## src/rtl/histogram_scheduler.sv

```systemverilog
// histogram_scheduler
//   Front-end scheduler for a histogram RAM. Two requesters (A, B) offer bin
//   values; a round-robin arbiter grants one at a time and forwards the value
//   to the histogram as a single storeData strobe, then leaves a gap so the
//   histogram's read-modify-write pipeline can finish. Once the configured
//   number of samples has been stored (or the host asks), the scheduler
//   starts a histogram readout and forwards the bin stream to the host.
//
// Ports
//   my_100MHz_clk, reset          : sole clock, synchronous active-high reset
//   reqA/dataA/ackA               : requester A (req held until ack)
//   reqB/dataB/ackB               : requester B
//   sampleTarget                  : samples per acquisition, 0 = no auto-trigger
//   readoutRequest                : host readout request pulse
//   storeData, dataValue          : sample strobe and bin value to histogram
//   startReadout                  : readout start strobe to histogram
//   readingOut, histogramValue    : readout window and bin count from histogram
//   binValid, binIndex, binCount  : registered readout stream to host
//   readoutDone, roError, busy    : completion pulse, timeout pulse, status
//
// All outputs are registered, so every strobe appears one cycle after the
// state decision that produced it (ack in STROBE, storeData in the first
// GAP cycle, startReadout in TRIGGER).

module histogram_scheduler #(
    parameter int spectrumWidth = 7,
    parameter int countWidth    = 16,
    parameter int roTimeout     = 8
) (
    input  logic                     my_100MHz_clk,
    input  logic                     reset,
    input  logic                     reqA,
    input  logic [spectrumWidth-1:0] dataA,
    output logic                     ackA,
    input  logic                     reqB,
    input  logic [spectrumWidth-1:0] dataB,
    output logic                     ackB,
    input  logic [countWidth-1:0]    sampleTarget,
    input  logic                     readoutRequest,
    output logic                     storeData,
    output logic [spectrumWidth-1:0] dataValue,
    output logic                     startReadout,
    input  logic                     readingOut,
    input  logic [spectrumWidth-1:0] histogramValue,
    output logic                     binValid,
    output logic [spectrumWidth-1:0] binIndex,
    output logic [spectrumWidth-1:0] binCount,
    output logic                     readoutDone,
    output logic                     roError,
    output logic                     busy
);

    localparam logic [2:0] ACCEPT  = 3'd0;
    localparam logic [2:0] STROBE  = 3'd1;
    localparam logic [2:0] GAP     = 3'd2;
    localparam logic [2:0] TRIGGER = 3'd3;
    localparam logic [2:0] WAIT_RO = 3'd4;
    localparam logic [2:0] DRAIN   = 3'd5;

    // Timer counts WAIT_RO cycles 0..roTimeout-1.
    localparam int timerWidth = (roTimeout > 1) ? $clog2(roTimeout) : 1;
    localparam logic [timerWidth-1:0] timerLast = timerWidth'(roTimeout - 1);

    // Three GAP cycles: gap counter runs 0,1,2.
    localparam logic [1:0] gapLast = 2'd2;

    logic [2:0]               state_r;
    logic [2:0]               stateNext_s;
    logic                     pending_r;
    logic                     pendingNext_s;
    logic [countWidth-1:0]    sampleCount_r;
    logic [countWidth-1:0]    sampleCountNext_s;
    logic [countWidth-1:0]    incCount_s;
    logic [spectrumWidth-1:0] beatCount_r;
    logic [spectrumWidth-1:0] beatCountNext_s;
    logic                     prioB_r;
    logic                     prioBNext_s;
    logic                     grantB_s;
    logic [1:0]               gapCount_r;
    logic [1:0]               gapCountNext_s;
    logic [timerWidth-1:0]    timer_r;
    logic [timerWidth-1:0]    timerNext_s;

    logic                     ackA_r;
    logic                     ackANext_s;
    logic                     ackB_r;
    logic                     ackBNext_s;
    logic                     storeData_r;
    logic                     storeDataNext_s;
    logic [spectrumWidth-1:0] dataValue_r;
    logic [spectrumWidth-1:0] dataValueNext_s;
    logic                     startReadout_r;
    logic                     startReadoutNext_s;
    logic                     binValid_r;
    logic                     binValidNext_s;
    logic [spectrumWidth-1:0] binIndex_r;
    logic [spectrumWidth-1:0] binIndexNext_s;
    logic [spectrumWidth-1:0] binCount_r;
    logic [spectrumWidth-1:0] binCountNext_s;
    logic                     readoutDone_r;
    logic                     readoutDoneNext_s;
    logic                     roError_r;
    logic                     roErrorNext_s;
    logic                     busy_r;

    // Arbitration and saturating sample-count increment.
    always_comb begin
        // B wins when alone, or on a tie when it holds priority.
        grantB_s = reqB & (~reqA | prioB_r);
        if (sampleCount_r == {countWidth{1'b1}}) begin
            incCount_s = sampleCount_r;
        end else begin
            incCount_s = sampleCount_r + countWidth'(1);
        end
    end

    // Next-state and next-output decode for the scheduler FSM.
    always_comb begin
        stateNext_s        = state_r;
        // A host request is remembered whatever the state.
        pendingNext_s      = pending_r | readoutRequest;
        sampleCountNext_s  = sampleCount_r;
        beatCountNext_s    = beatCount_r;
        prioBNext_s        = prioB_r;
        gapCountNext_s     = gapCount_r;
        timerNext_s        = timer_r;
        ackANext_s         = 1'b0;
        ackBNext_s         = 1'b0;
        storeDataNext_s    = 1'b0;
        dataValueNext_s    = dataValue_r;
        startReadoutNext_s = 1'b0;
        binValidNext_s     = 1'b0;
        binIndexNext_s     = binIndex_r;
        binCountNext_s     = binCount_r;
        readoutDoneNext_s  = 1'b0;
        roErrorNext_s      = 1'b0;

        case (state_r)
            ACCEPT: begin
                if (pending_r) begin
                    // Trigger beats requests; a request arriving this very
                    // cycle queues the following readout.
                    stateNext_s        = TRIGGER;
                    pendingNext_s      = readoutRequest;
                    startReadoutNext_s = 1'b1;
                end else if (reqA | reqB) begin
                    stateNext_s       = STROBE;
                    sampleCountNext_s = incCount_s;
                    prioBNext_s       = ~grantB_s;
                    if (grantB_s) begin
                        ackBNext_s      = 1'b1;
                        dataValueNext_s = dataB;
                    end else begin
                        ackANext_s      = 1'b1;
                        dataValueNext_s = dataA;
                    end
                    if ((sampleTarget != {countWidth{1'b0}}) && (incCount_s == sampleTarget)) begin
                        pendingNext_s = 1'b1;
                    end else begin
                        pendingNext_s = pending_r | readoutRequest;
                    end
                end else begin
                    stateNext_s = ACCEPT;
                end
            end
            STROBE: begin
                storeDataNext_s = 1'b1;
                gapCountNext_s  = 2'd0;
                stateNext_s     = GAP;
            end
            GAP: begin
                if (gapCount_r == gapLast) begin
                    gapCountNext_s = 2'd0;
                    stateNext_s    = ACCEPT;
                end else begin
                    gapCountNext_s = gapCount_r + 2'd1;
                end
            end
            TRIGGER: begin
                timerNext_s = {timerWidth{1'b0}};
                stateNext_s = WAIT_RO;
            end
            WAIT_RO: begin
                if (readingOut) begin
                    // The first readout beat is already on histogramValue.
                    binValidNext_s  = 1'b1;
                    binCountNext_s  = histogramValue;
                    binIndexNext_s  = beatCount_r;
                    beatCountNext_s = beatCount_r + spectrumWidth'(1);
                    stateNext_s     = DRAIN;
                end else if (timer_r == timerLast) begin
                    // Histogram never answered: abandon, keep sample count.
                    roErrorNext_s = 1'b1;
                    timerNext_s   = {timerWidth{1'b0}};
                    stateNext_s   = ACCEPT;
                end else begin
                    timerNext_s = timer_r + timerWidth'(1);
                end
            end
            DRAIN: begin
                if (readingOut) begin
                    binValidNext_s  = 1'b1;
                    binCountNext_s  = histogramValue;
                    binIndexNext_s  = beatCount_r;
                    beatCountNext_s = beatCount_r + spectrumWidth'(1);
                end else begin
                    readoutDoneNext_s = 1'b1;
                    sampleCountNext_s = {countWidth{1'b0}};
                    beatCountNext_s   = {spectrumWidth{1'b0}};
                    binIndexNext_s    = {spectrumWidth{1'b0}};
                    stateNext_s       = ACCEPT;
                end
            end
            default: begin
                stateNext_s = ACCEPT;
            end
        endcase
    end

    // State, bookkeeping and registered outputs.
    always_ff @(posedge my_100MHz_clk) begin
        if (reset) begin
            state_r        <= ACCEPT;
            pending_r      <= 1'b0;
            sampleCount_r  <= {countWidth{1'b0}};
            beatCount_r    <= {spectrumWidth{1'b0}};
            prioB_r        <= 1'b0;
            gapCount_r     <= 2'd0;
            timer_r        <= {timerWidth{1'b0}};
            ackA_r         <= 1'b0;
            ackB_r         <= 1'b0;
            storeData_r    <= 1'b0;
            dataValue_r    <= {spectrumWidth{1'b0}};
            startReadout_r <= 1'b0;
            binValid_r     <= 1'b0;
            binIndex_r     <= {spectrumWidth{1'b0}};
            binCount_r     <= {spectrumWidth{1'b0}};
            readoutDone_r  <= 1'b0;
            roError_r      <= 1'b0;
            busy_r         <= 1'b0;
        end else begin
            state_r        <= stateNext_s;
            pending_r      <= pendingNext_s;
            sampleCount_r  <= sampleCountNext_s;
            beatCount_r    <= beatCountNext_s;
            prioB_r        <= prioBNext_s;
            gapCount_r     <= gapCountNext_s;
            timer_r        <= timerNext_s;
            ackA_r         <= ackANext_s;
            ackB_r         <= ackBNext_s;
            storeData_r    <= storeDataNext_s;
            dataValue_r    <= dataValueNext_s;
            startReadout_r <= startReadoutNext_s;
            binValid_r     <= binValidNext_s;
            binIndex_r     <= binIndexNext_s;
            binCount_r     <= binCountNext_s;
            readoutDone_r  <= readoutDoneNext_s;
            roError_r      <= roErrorNext_s;
            // busy mirrors the state being entered, so it tracks state_r.
            busy_r         <= (stateNext_s != ACCEPT);
        end
    end

    assign ackA         = ackA_r;
    assign ackB         = ackB_r;
    assign storeData    = storeData_r;
    assign dataValue    = dataValue_r;
    assign startReadout = startReadout_r;
    assign binValid     = binValid_r;
    assign binIndex     = binIndex_r;
    assign binCount     = binCount_r;
    assign readoutDone  = readoutDone_r;
    assign roError      = roError_r;
    assign busy         = busy_r;

endmodule

```

## config.mk

```make
export PLATFORM = sky130hd
export DESIGN_NAME = histogram_scheduler
export DESIGN_NICKNAME = d
export VERILOG_FILES = /design/src/rtl/histogram_scheduler.sv
export SDC_FILE = /design/constraint.sdc
export NUM_CORES = 1
export LEC_CHECK = 0
export ABC_CLOCK_PERIOD_IN_PS = 3200
export BUFFER_PORTS_ARGS = -buffer_cell sky130_fd_sc_hd__buf_2
export CAP_MARGIN = 20
export CORE_UTILIZATION = 30
export DETAILED_ROUTE_END_ITERATION = 12
export GPL_TIMING_DRIVEN = 0
export PLACE_DENSITY = 0.55
export SLEW_MARGIN = 20
export SYNTH_ARGS = -nofsm -noshare
export SYNTH_HDL_FRONTEND = slang
export SYNTH_SLANG_ARGS = --single-unit
```

## constraint.sdc

```tcl
create_clock -name my_100MHz_clk -period 3.2 [get_ports my_100MHz_clk]
set_clock_uncertainty 0.2 [all_clocks]
set_input_delay 0.32 -clock my_100MHz_clk [delete_from_list [all_inputs] [get_ports my_100MHz_clk]]
set_output_delay 0.32 -clock my_100MHz_clk [all_outputs]
set_load 0.005 [all_outputs]
```

==> impl_metrics.yaml <==
sta:
  tightestPinTransition_ns: 0.6520
  relSlewSlack_pct: 56.13
  timing.hold.ws_ns: 0.01919
  min_period_ns: 2.882
  finalCritPeriodShare_pct: 90.05
  finalSetupTns_ns: 0
  finalHoldViolCount: 0
  setup_viol: 0
  finalMaxSlewViolations: 0
  rsz0062_at_grt: "no"
  max_freq_mhz: 347.0
cells_and_area:
  n_antenna_cell: 0
  num-nets-final: 511
  seq_area_mm2: 0.001241
  final_area_mm2: 0.003879
  area_delta_synth_final_pct: 24.15
  multi_input_area_mm2: 0.001772
  fillCellCount: 1056
  fin_cells: 602
  layout-drive-gt1-share_pct: 22.39
routing:
  drt-pass1-iter-count: 4
  wl_um: 8426
  viasPerCell: 5.035
  vias: 3031
  route.detailed.drc: 0
  ant_nets: 0
  post_drt_wl_per_cell_um: 14.00
  drt_iter0_markers: 119
global_routing:
  grtUsageTotal_pct: 15.99
  antenna_found_initial: 0
  grt_use_met1_pct: 19.89
  grt_pass1_vias: 2827
  grt_pass1_wl_um: 13810
  overflow: 0
  busiest_layer: "met2"
  met3_usage_pct: 3.947
  use_met2_pct: 26.90
  grt_max_degree: 14
synth:
  synth_top_area_share_pct: 39.73
  synth_edf_count: 0
  netlist_area_mm2: 0.003124
  async_flop_share_pct: 0
  synthTopCellsByArea: "dfxtp_1, nor2_1, a21oi_1"
  seq_area_frac_synth_pct: 39.73
  yosysTopAreaCell: "dfxtp_1"
  netlist_top_cells_count: "dfxtp_1, nor2_1, a21oi_1, nand2_1, o21ai_0"
  synth_cell_types: 51
  syn-num-nets: 429
  synth-seq-cells: 62
  syn_area_per_cell_um2: 8.179
  yosysWarnings: 0
  synth_cells: 382
  synth.most_common_cell: "dfxtp_1"
  synth_flop_cell: "dfxtp_1"
clock_network:
  cts_made_buffers: 9
  root_buffer: "clkbuf_8"
  post_cts_buffers: 0
  htree_levels: 3
  ctsLongestPathBuffers: 2
  insertion_delay_ns: 0.35
  cts-resized-gates: 0
  clock_sink_count: 62
  holdBufCountCts: 0
  clk_pin_slew_ns: 0.08
  cts_tree: "yes"
critical_path:
  r2r_cells: 7
  critPathKind: "reg -> reg"
  startpoint_type: "flop"
  cp_max_fo: 8
  r2r_end: "pending_r$_SDFF_PP0_"
  required_ns: 3.25
  rr_startpoint: "sampleCount_r[0]$_SDFFE_PP0P_"
  reg2reg_slack_ns: 0.32
  critPathCaptureType: "flop"
  worstPathArrival_ns: 2.94
job:
  drv_cap: 0
pwr:
  irDropWorstVdd_uv: 199.9
  cellPowerDensity_mw_per_mm2: 513.4
  finalPower_uw: 1991
  p_leak_uw: 0.001608
hold_path:
  hp-start: "histogramValue[3]"
  hold_path_class: "in -> reg"
  min_delay_path_depth: 3
  hold-path-endpoint: "binCount[3]$_SDFFE_PP0P_"
die:
  rows: 36
  io_pins: 72
  die_w_um: 104.1
  die-area_mm2: 0.01083
  initial_core_util_pct: 31.39
  core_mm2: 0.009955
  die_y_um: 104.1
placement:
  hpwlAfterDp_um: 6262
  postPlaceCellArea_mm2: 0.003646
  place_inst: 586
  io_buffers: 71
  gp_congestion: 0.9103
outcome:
  status: "finished clean"
## cell type report
cell class | count | share of cell area [%]
clock inverters | 7 | 2.710
inverters | 4 | 0.3871
plain buffers | 23 | 2.581
multi-input cells | 293 | 45.68
repair buffers | 71 | 9.161
well taps | 133 | 4.290
flip-flops and latches | 62 | 32.00
clock buffers | 9 | 3.194
## logic make-up after synthesis
logic type	Yosys count	synth area share, %
mux	9	2.924
compound gates	94	18.74
simple gates	162	26.59
flops	62	39.73
xor+xnor	24	6.728
buf+inv	27	3.684
fa+ha+maj	4	1.602
## critical path, stage by stage (launching register included)
cell     delay, ns
dfxtp_1       0.43
ha_1          0.40
nand3_2       0.19
or4_1         0.54
buf_6         0.16
o41ai_2       0.44
nand4_1       0.15
o31ai_1       0.27
## cells in the final DEF (no fill, tap or decap), drive strengths merged, types with 3 or more instances in the layout
| cell type | netlist | final |
|---|---|---|
| buf | 7 | 78 |
| dfxtp | 62 | 62 |
| nor2 | 50 | 50 |
| nand2 | 29 | 29 |
| a21oi | 29 | 29 |
| o21ai | 27 | 27 |
| clkbuf | 16 | 25 |
| nor3 | 17 | 17 |
| nand3 | 14 | 14 |
| xnor2 | 13 | 13 |
| xor2 | 11 | 11 |
| nand4 | 11 | 11 |
| a22o | 9 | 9 |
| nor4 | 9 | 9 |
| mux2i | 8 | 8 |
| and3 | 7 | 7 |
| a211oi | 7 | 7 |
| inv | 4 | 7 |
| a31oi | 6 | 6 |
| a22oi | 5 | 5 |
| nand2b | 5 | 5 |
| or3 | 4 | 4 |
| ha | 4 | 4 |
| or2 | 4 | 4 |
| nor4b | 3 | 3 |
## power by group
part           leakage (µW)  switching (µW)  internal [µW]
registers          0.000503            23.5            813
logic              0.000992             213            137
clock network      0.000112             354            450
## per-layer routing
metal	share of wire [%]	vias to the layer above
met5	0	-
li1	-	1546
met4	1.2	0
met3	4.3	9
met2	47	58
met1	48	1418
## worst max path at each step
stage                     cells after the start                    to                     startpoint
final                                         7  pending_r$_SDFF_PP0_  sampleCount_r[0]$_SDFFE_PP0P_
after global routing                          8  pending_r$_SDFF_PP0_  sampleCount_r[0]$_SDFFE_PP0P_
after CTS                                     7  pending_r$_SDFF_PP0_  sampleCount_r[0]$_SDFFE_PP0P_
after detailed placement                      8  pending_r$_SDFF_PP0_  sampleCount_r[0]$_SDFFE_PP0P_
after global placement                        8  pending_r$_SDFF_PP0_  sampleCount_r[0]$_SDFFE_PP0P_
after floorplan                               8  pending_r$_SDFF_PP0_  sampleCount_r[0]$_SDFFE_PP0P_
## sequential cells by signal, indices dropped and copies added (netlist names), 2 cells and up
signal and count:
binCount 7, binIndex 7, gapCount_r 2, timer_r 3, beatCount_r 7, state_r 3, sampleCount_r 16, dataValue 7
## metrics by stage
stage	worst slack [ns]	util [%]
5_1_grt	0.1227	38.96
2_1_floorplan	0.8103	-
4_1_cts	0.3433	38.93
3_5_place_dp	0.3759	36.63
3_3_place_gp	0.3999	36.63
6_report	0.3183	38.96
Power figures use the tool's default switching activity.
